--- src/rtl/uart_rx_controller.sv ---
// 8N1 UART receiver with mid-bit sampling, a one-byte holding register and
// valid/ready hand-off. Reports framing errors and overruns as one-cycle pulses.
module uart_rx_controller #(
    parameter int CLKS_PER_BIT = 868
) (
    input  logic       Clk,
    input  logic       Resetn,
    input  logic       Enable,
    input  logic       UART_RX_I,
    output logic [7:0] rx_data,
    output logic       rx_valid,
    input  logic       rx_ready,
    output logic       busy,
    output logic       frame_err,
    output logic       overrun
);

    localparam logic [9:0] LP_HALF = 10'(CLKS_PER_BIT / 2 - 1);
    localparam logic [9:0] LP_FULL = 10'(CLKS_PER_BIT - 1);

    typedef enum logic [1:0] {
        S_IDLE,
        S_START,
        S_DATA,
        S_STOP
    } state_t;

    state_t     r_state;
    logic [9:0] r_cnt;
    logic [2:0] r_idx;
    logic [7:0] r_shift;
    logic       r_sync1;
    logic       r_sync2;
    logic       r_brk_wait;
    logic       w_rx_s;

    // Line idles high, so the synchronizer resets to 1 to avoid a false start.
    always_ff @(posedge Clk or negedge Resetn) begin
        if (!Resetn) begin
            r_sync1 <= 1'b1;
            r_sync2 <= 1'b1;
        end else begin
            r_sync1 <= UART_RX_I;
            r_sync2 <= r_sync1;
        end
    end

    assign w_rx_s = r_sync2;

    always_ff @(posedge Clk or negedge Resetn) begin
        if (!Resetn) begin
            r_state    <= S_IDLE;
            r_cnt      <= '0;
            r_idx      <= '0;
            r_shift    <= '0;
            r_brk_wait <= 1'b0;
            rx_data    <= '0;
            rx_valid   <= 1'b0;
            busy       <= 1'b0;
            frame_err  <= 1'b0;
            overrun    <= 1'b0;
        end else begin
            frame_err <= 1'b0;
            overrun   <= 1'b0;

            // A load in the stop state below overrides this consume.
            if (rx_valid && rx_ready) begin
                rx_valid <= 1'b0;
            end

            if (!Enable) begin
                r_state <= S_IDLE;
                r_cnt   <= '0;
                r_idx   <= '0;
                busy    <= 1'b0;
            end else begin
                case (r_state)
                    S_IDLE: begin
                        r_cnt <= '0;
                        r_idx <= '0;
                        // After a framing error, the line must return high
                        // before a new start bit is considered.
                        if (r_brk_wait) begin
                            if (w_rx_s) begin
                                r_brk_wait <= 1'b0;
                            end
                        end else if (!w_rx_s) begin
                            r_state <= S_START;
                            busy    <= 1'b1;
                        end
                    end

                    S_START: begin
                        if (r_cnt == LP_HALF) begin
                            r_cnt <= '0;
                            r_idx <= '0;
                            if (!w_rx_s) begin
                                r_state <= S_DATA;
                            end else begin
                                r_state <= S_IDLE;
                                busy    <= 1'b0;
                            end
                        end else begin
                            r_cnt <= r_cnt + 10'd1;
                        end
                    end

                    S_DATA: begin
                        if (r_cnt == LP_FULL) begin
                            r_cnt   <= '0;
                            r_shift <= {w_rx_s, r_shift[7:1]};
                            if (r_idx == 3'd7) begin
                                r_idx   <= '0;
                                r_state <= S_STOP;
                            end else begin
                                r_idx <= r_idx + 3'd1;
                            end
                        end else begin
                            r_cnt <= r_cnt + 10'd1;
                        end
                    end

                    S_STOP: begin
                        // Leave at mid stop bit so a back-to-back start edge is seen.
                        if (r_cnt == LP_FULL) begin
                            r_cnt   <= '0;
                            r_state <= S_IDLE;
                            busy    <= 1'b0;
                            if (w_rx_s) begin
                                if (!rx_valid || rx_ready) begin
                                    rx_data  <= r_shift;
                                    rx_valid <= 1'b1;
                                end else begin
                                    overrun <= 1'b1;
                                end
                            end else begin
                                frame_err  <= 1'b1;
                                r_brk_wait <= 1'b1;
                            end
                        end else begin
                            r_cnt <= r_cnt + 10'd1;
                        end
                    end

                    default: begin
                        r_state <= S_IDLE;
                        r_cnt   <= '0;
                        r_idx   <= '0;
                        busy    <= 1'b0;
                    end
                endcase
            end
        end
    end

endmodule

--- config.mk ---
export PLATFORM = sky130hd
export DESIGN_NAME = uart_rx_controller
export DESIGN_NICKNAME = d
export VERILOG_FILES = /design/src/rtl/uart_rx_controller.sv
export SDC_FILE = /design/constraint.sdc
export NUM_CORES = 1
export LEC_CHECK = 0
export ABC_AREA = 1
export CAP_MARGIN = 40
export CORE_MARGIN = 8
export CORE_UTILIZATION = 45
export CTS_BUF_LIST = sky130_fd_sc_hd__clkbuf_16
export DETAILED_ROUTE_END_ITERATION = 8
export PLACE_DENSITY = 0.75
export SLEW_MARGIN = 20
export SYNTH_ARGS = -nofsm -noshare
export SYNTH_HDL_FRONTEND = slang
export SYNTH_SLANG_ARGS = --single-unit
--- constraint.sdc ---
create_clock -name Clk -period 2.3 [get_ports Clk]
set_clock_uncertainty 0.2 [all_clocks]
set_input_delay 0.46 -clock Clk [delete_from_list [all_inputs] [get_ports Clk]]
set_output_delay 0.46 -clock Clk [all_outputs]
set_load 0.01 [all_outputs]
* After elaboration in Yosys (flattened, before gate mapping)
Cells that the tools add are included.
Word-level totals: bits in latches 0, word-level logic and storage cells 86, input port bits 5, ROM bits 0, bits in writable memories 0, output and inout port bits 12, register bits 38, memories kept 0
Cells by class: shifts and indexed selects 0, div/mod/pow operators 0, multiplexer cells 43, magnitude comparators 0, reduce and logical (&&, ||, !) cells 12, eq/ne operators 17, $mul 0, bitwise gates (word level) 0, add/sub/neg operators 2
Operators by type and width (number):
- two-way mux 10 bit | 3
- case mux 10 bit (3 select lines) | 1
- two-way mux 1 bit | 23
- != test 3 bit, second input constant | 7
- two-way mux 2 bit | 8
- two-way mux 3 bit | 4
- AND reduction 6 bit | 2
- adder 10 x 1 -> 10 bit, second input constant | 1
- == test 10 bit, second input constant | 1
- == test 10 x 9 -> 1 bit, second input constant | 1
- case mux 3 bit (3 select lines) | 1
- != test 4 x 1 -> 1 bit, second input constant | 2
- case mux 2 bit (4 select lines) | 1
- AND reduction 3 bit | 2
- AND reduction 5 bit | 1
- == test 2 bit, second input constant | 2
- != test 2 bit, second input constant | 2
- AND reduction 4 bit | 1
- adder 3 x 1 -> 3 bit, second input constant | 1
- == test 3 bit, second input constant | 1
- case mux 1 bit (3 select lines) | 1
- == test 2 x 1 -> 1 bit, second input constant | 1
- logical NOT 2 bit | 1
- case mux 1 bit (2 select lines) | 1
- other kinds (5) | 5

* Longest topological paths before layout
Gate-level depths: netlist (run 1).
word-level depth 7, gate-level depth with buffers 10, gate-level depth less buffers 10

* Worst setup path before layout (run 1)
OpenSTA, ideal clock, no wires.
path kind register to register, start point reg r_state[0], end point reg r_idx[0], arrival time 1.429 ns, cell stages (with the launch flop) 7, slack 0.594 ns, library setup time 0.077 ns, clock period less this slack 1.706 ns, path buffers 0, required time 2.023 ns, cell sequence dfrtp_1 -> inv_1 -> ha_1 -> nand2_4 -> or2_2 -> or2_2 -> o21ai_1
Between the ends: longest elaborated chain between the ends 3, elaborated cells between the ends (all ways) 9, those cells by class eq/ne (5); mux (2); reduce/logical (2)
Ends and longest elaborated chain:
- start, declared | RTL line 28 | state_t r_state;
- start signal, assigned | RTL line 52 | r_state <= S_IDLE;
- start signal, assigned | RTL line 72 | r_state <= S_IDLE;
- start signal, assigned | RTL line 88 | r_state <= S_START;
- == test 2 bit, or another cell as far along | RTL line 77 | case (r_state)
- != test 4 x 1 -> 1 bit (no line), or another cell as far along
- AND reduction 3 bit (no line) / two-way mux 3 bit (equally long branches)
- end signal, assigned | RTL line 116 | r_idx <= r_idx + 3'd1;
- end, declared | RTL line 30 | logic [2:0] r_idx;
Parallel ways exist; a longest one is shown, timed or not. A chain may end at the register's enable or synchronous reset.

* Worst setup path in the final report (run 1)
start point in Enable, end point reg r_state[0]
Between the ends: longest elaborated chain between the ends 2, elaborated cells between the ends (all ways) 8, those cells by class eq/ne (6); mux (1); reduce/logical (1)
Ends and longest elaborated chain:
- start, declared | RTL line 8 | input logic Enable,
- != test 3 bit (no line)
- AND reduction 6 bit (no line)
Parallel ways exist; a longest one is shown, timed or not.

==> metrics, run 1 <==
Post-Synth XOR/XNOR Area under 10%; clk_lat worst skew 280 ps; initial antenna violation count 0; Sw Ratio ~25%; Gate Count Post-Synth 223; Adder-Cell Fraction of Synth Area 5.27%; Synth top area share 47.4%; net switching power between 0.4 and 0.5 mW; Slew HR 69.6%; global-route wire length before repair 6.24 mm; path depth of the worst reg2reg path 8; post-route ant nets 0; Setup crit start Enable; yosys warns 0; Tcrit/Tclk final 84.6%; largest net degree at the start of global routing 39; CP endpoint r_state[0]$_DFFE_PN0P_; P per Cell Area 759 mW/mm^2; final hold violation count 0; reg2reg setup slack 400 ps; internal power 1.29 mW; placed insts 288; postcts setup bufs 0; DR iter-0 viols 76; Total GRT Usage approximately an eighth; Detailed Routing Iterations Pass 1 4; status finished clean; final WL 3.35 mm; total clock buffers created by CTS 5; Worst setup EP type flop; Reg power frac 41.6%; mux cell area share after synthesis 0%; Synthesized Nets about 240; num rows 23; IO buf count 16; Hold Crit Class input pin to async pin; Max Cap Viol 0; Cell Area, Synth around 0.0019 mm^2; Synth area leader dfrtp_1; largest family of logic cells by synthesized area simple AND/OR/NAND/NOR gates; Setup crit start kind input pin; Die Height 81.0 um; clock transition at the registers of the reported paths 50 ps; total I/O pin count 17; synthesis-stage register bit count 38; CTS Hold Buffers Added 0; Logic pwr share 14.4%; DIE WIDTH 81.0 um; DR vias 1443; commonest non-fill, non-tap cell in the layout nand2_1; layout cells sized above 1 between 10% and 20%; Critical Path Fanout Max 7; crit path time final 1950 ps; Critical Path AT 1910 ps; post-CTS sizing 0; worst reg2reg startpoint r_cnt[0]$_DFF_PN0_; Peak VDD IR between 0.4 and 0.5 mV; core area 0.00403 mm^2; filler-free cell count of the finished design a little under 300; detailed placement HPWL 2.49 mm; reg2reg end r_shift[5]$_DFFE_PN0P_; Vias/cell a little under 5; commonest cells after routing, fill and taps aside nand2_1, dfrtp_1, inv_1; Compound-Gate Fraction of Synth Area 6.39%; Initial Util 47.2%; Die ar. roughly 0.0066 mm^2; sequential area share after synthesis about half; Worst-Margin Slew ~460 ps; htree depth 2; synth top area cells dfrtp_1, nand2_1, inv_1; CTS Buffer Depth 2; # DRC 0; Antenna diodes 0; Final setup viols 0; CP required 2270 ps; Final #Nets 258; static leakage 1.17 nW; Final Max Tran Viols 0; Netlist cell types 30; RSZ-0062 raised after global routing no; Post-Synth Simple-Gate Area 27.7%; P&R area growth vs syn 19.7%; wire per inst 11.3 um; Sink Count 38; setup TNS 0 ps; register area 953 um^2; Fmax approximately 0.51 GHz; Remaining Overflow, GRT 0; CP Class input pin to flop; root buf cell clkbuf_16; syn_area_per_cell roughly 8.5 um^2; Routability Congestion roughly 0.87; Clk pwr share 44.0%; vias in the first global route 1411; Layout fillers 362; CTS tree done; multi-input logic area 801 um^2
## per-layer routing
| metal | GRT usage [%] | share of wire (%) | wire length, um |
|---|---|---|---|
| met3 | 3.42 | 6.1 | 204 |
| met4 | 6.43 | 2.3 | 78 |
| met2 | 17.9 | 43 | 1430 |
| met1 | 15.6 | 49 | 1630 |
| met5 | 0 | 0 | 0 |
## state kept, by name (all words and copies together), names as in the netlist
| signal | flops |
|---|---|
| r_cnt | 10 |
| r_shift | 8 |
| rx_data | 8 |
| r_idx | 3 |
| r_state | 2 |
| busy | 1 |
| frame_err | 1 |
| overrun | 1 |
| r_brk_wait | 1 |
| r_sync1 | 1 |
| r_sync2 | 1 |
| rx_valid | 1 |
## how the worst min path moves through the flow
| stage | from | to | slack (ps) | cells past startpoint |
|---|---|---|---|---|
| floorplan | Resetn | busy$_DFFE_PN0P_ | -40 | 0 |
| global placement | r_sync1$_DFF_PN1_ | r_sync2$_DFF_PN1_ | 150 | 0 |
| detailed placement | r_sync1$_DFF_PN1_ | r_sync2$_DFF_PN1_ | 150 | 0 |
| CTS | Resetn | r_cnt[0]$_DFF_PN0_ | 40 | 2 |
| global route | Resetn | rx_data[5]$_DFFE_PN0P_ | 60 | 2 |
| finish | Resetn | r_cnt[0]$_DFF_PN0_ | 20 | 2 |
## power groups by stage
stage / Sequential, mW / Clock [mW] / Combinational (mW)
2_1_floorplan: 0.730 / 0 / 0.175
3_3_place_gp: 0.730 / 0 / 0.248
3_5_place_dp: 0.731 / 0 / 0.252
4_1_cts: 0.719 / 0.782 / 0.254
5_1_grt: 0.721 / 0.813 / 0.291
6_report: 0.719 / 0.760 / 0.250
## cell type report
type                            instances  share of cell area, %
Clock buffer                            5                   5.50
Timing Repair Buffer                   18                   7.48
Sequential cell                        38                   41.9
Tap cell                               50                   2.75
Inverter                               33                   5.44
Clock inverter                          3                   1.76
Multi-Input combinational cell        149                   35.2
## synthesized netlist by cell type
cell,n
nand2_1,58
dfrtp_1,36
inv_1,32
nor2_1,19
nand3_1,18
o21ai_0,10
ha_1,8
nand4_1,5
xor2_1,4
nor3_1,3
o21ai_1,3
a21oi_1,2
dfstp_2,2
nand2_4,2
nand3_2,2
o21ai_2,2
o31ai_1,2
or2_2,2
xnor2_1,2
buf_1,1
buf_4,1
buf_6,1
inv_2,1
nand2_2,1
nor2_2,1
nor2_4,1
nor3_4,1
nor4_1,1
o21bai_1,1
o22ai_1,1
## stage by stage
step	power, mW	hold WS [ps]	cell area (um^2)	utilization (%)	setup slack (ps)
after floorplan	0.905	-35.6	1900	-	594
after global placement	0.978	146	2110	52.4	79.9
after detailed placement	0.983	151	2110	52.4	45.8
after CTS	1.76	37.9	2280	56.5	342
after global routing	1.83	62.4	2280	56.5	122
final	1.73	15.3	2280	56.5	355
## worst max-delay path, cell delays in order
cell and delay, ps:
clkdlybuf4s50_1 500, buf_4 210, nand2_1 60, inv_1 30, o21ai_0 100, nand2_1 80, a21oi_1 220, nand3_1 130
nand2_1 80, nand2_1 50
## kinds of logic (layout without fill, tap and decap cells)
logic type               count (synthesis)  count (layout)
adder cells (fa/ha/maj)                  8               8
AO/OA/AOI/OAI                           21              21
XOR/XNOR                                 6               6
flip-flops                              38              38
AND/OR/NAND/NOR                        114             114
buffers and inverters                   36              59
Note: power is estimated with default switching activity, not from simulation.
==> run 2, diff against run 1 <==
- clock period: 2.3 -> 2 ns (I/O delays scaled with it)
==> run 2 against run 1 <==
  * Total power grew 16%
  * Cell count increased by 3.0%
  * Die area did not move
  * Largest power group unchanged
  * Highest routed layer unchanged
  * Critical endpoint is now r_shift[2]$_DFFE_PN0P_
==> metrics, run 2 (synthesis results as in run 1) <==
status finished clean; CP required 1960 ps (-310 ps); multi-input logic area 806 um^2 (+0.63%); Fmax 0.536 GHz; most flop-heavy register r_cnt; Sink Count 38 (unchanged); P&R area growth vs syn 24.4%; Worst setup EP type flop; Buf/Inv on CP 2 (-1); layout cells sized above 1 14.1% (+3.5 points); num rows 23 (unchanged); static leakage 1.21 nW (+3.7%); crit path time final 1870 ps; internal power 1.50 mW (+16%); CTS Buffer Depth 2 (unchanged); Total GRT Usage 11.9% (-0.14 points); htree depth 2 (unchanged); Reg power frac 41.2% (-0.4 points); Hold Crit Class flop to flop; P per Cell Area 848 mW/mm^2 (+12%); max FFs per register 10 (unchanged); global-route wire length before repair 6.26 mm (+0.34%); detailed placement HPWL 2.50 mm (+0.25%); CP delay by family, top simple AND/OR/NAND/NOR gates; Die Height 81.0 um (unchanged); Tcrit/Tclk final 93.3%; Pwr Total 2.00 mW (+16%); pre-CTS setup slack -128 ps (-174 ps); critical path cell sequence ha_2 -> nand3_1 -> nor2_1 -> nand2_2 -> nor2_4 -> buf_12 -> nand2_1 -> o21ai_0 -> inv_1; root buf cell clkbuf_16; final WL 3.45 mm (+2.9%); Critical Path Fanout Max 13 (+6); Final setup viols 0 (unchanged); Worst-Margin Slew 468 ps (+12.7 ps); Final #Nets 267 (+3.5%); commonest non-fill, non-tap cell in the layout nand2_1; slowest cell delay on critical path 400 ps (-100 ps); core area 0.00403 mm^2 (unchanged); CP max stage cell dfrtp_1; net switching power 0.501 mW (+15%); vias in the first global route 1465 (+3.8%); Slew HR 68.8% (-0.85 points); Routability Congestion 0.898 (+3.3%); DR vias 1471 (+1.9%); post-route setup slack 133 ps (-221 ps); biggest registers after layout r_cnt x10, r_shift x8, rx_data x8; DIE WIDTH 81.0 um (unchanged); Peak VDD IR 0.466 mV (+16%); # DRC 0 (unchanged); clk_lat worst skew 270 ps (about the same); total I/O pin count 17 (unchanged); Clk pwr share 43.1% (-0.9 points); DR iter-0 viols 110 (+45%); Logic pwr share 15.7% (+1.3 points); Layout fillers 352 (-2.8%); initial antenna violation count 0 (unchanged); wire per inst 11.3 um (-0.17%); Sw Ratio 25.0% (-0.19 points); Initial Util 47.2% (unchanged); Die ar. 0.00656 mm^2 (unchanged); total clock buffers created by CTS 5 (unchanged); Final Max Tran Viols 0 (unchanged); CTS tree done; IO buf count 16 (unchanged); Setup crit start kind flop; final hold violation count 0 (unchanged); largest net degree at the start of global routing 39 (unchanged); Antenna diodes 0 (unchanged); commonest cells after routing, fill and taps aside nand2_1, dfrtp_1, inv_1; clock transition at the registers of the reported paths 60 ps (about the same); post-route ant nets 0 (unchanged); Critical Path AT 1830 ps (-80 ps); Max Cap Viol 0 (unchanged); Detailed Routing Iterations Pass 1 4 (unchanged); CP Class flop to flop; Vias/cell 4.82 (-1.1%); Remaining Overflow, GRT 0 (unchanged); register area 953 um^2 (unchanged)
run 2: cell count changes in the layout (fill, tap and decap cells not counted):
cell and change:
ha_2 +1, ha_1 -1, buf_4 +7, buf_12 +1, dlygate4sd3_1 +1, nand2_1 -1, nand2_2 +1
run 2: worst paths after layout:
kind,slack [ps],end,startpoint,cells past startpoint
setup / recovery,130,r_shift[2]$_DFFE_PN0P_,r_cnt[0]$_DFF_PN0_,9
hold / removal,160,r_sync2$_DFF_PN1_,r_sync1$_DFF_PN1_,0
setup reg to reg,130,r_shift[2]$_DFFE_PN0P_,r_cnt[0]$_DFF_PN0_,9
hold reg to reg,160,r_sync2$_DFF_PN1_,r_sync1$_DFF_PN1_,0
max in group asynchronous,760,r_sync2$_DFF_PN1_,Resetn,3
min in group asynchronous,500,r_cnt[8]$_DFF_PN0_,Resetn,3
run 2: area by class of cell:
| class | count | area share (%) |
|---|---|---|
| sequential | 38 | 40.3 |
| multi-input combinational | 149 | 34.1 |
| timing repair buffer | 27 | 10.7 |
| clock buffer | 5 | 5.29 |
| inverter | 33 | 5.24 |
| tap | 50 | 2.65 |
| clock inverter | 3 | 1.69 |
run 2: layer usage:
| layer | part of all wire [%] | routed length (um) | GRT usage (%) | up-vias |
|---|---|---|---|---|
| li1 | - | - | - | 768 |
| met4 | 1.5 | 51 | 5.36 | 0 |
| met5 | 0 | 0 | 0 | - |
| met2 | 44 | 1520 | 19.2 | 33 |
| met1 | 48 | 1670 | 14.6 | 666 |
| met3 | 6.1 | 209 | 3.20 | 4 |
run 2: power groups by stage:
stage	Combinational (mW)	Sequential (mW)	Clock, mW
after floorplan	0.202	0.840	0
after detailed placement	0.309	0.840	0
final	0.315	0.826	0.863
after CTS	0.313	0.827	0.883
after global routing	0.370	0.830	0.914
after global placement	0.300	0.841	0
run 2: repair_timing:
item	CTS	global route
hold buffers	1	0
gates resized for setup	0	2
hold endpoints to repair	36	0
setup buffers	0	1
setup endpoints to repair	0	17
run 2: through the flow:
step           std cells  TNS [ps]  util (%)  area, um^2  hold slack, ps
3_5_place_dp         295      -473      53.7        2160             152
5_1_grt              305     -4.03      58.7        2360             167
6_report             305         0      58.7        2360             156
4_1_cts              304         0      58.0        2340             160
2_1_floorplan        223         0         -        1900           -95.6
3_3_place_gp         295      -140      53.7        2160             146
==> run 3, diff against run 2 <==
- HOLD_SLACK_MARGIN: default -> 0.08
==> results of run 3 <==
The final DEF is identical to that of run 2; final timing and power are the same.
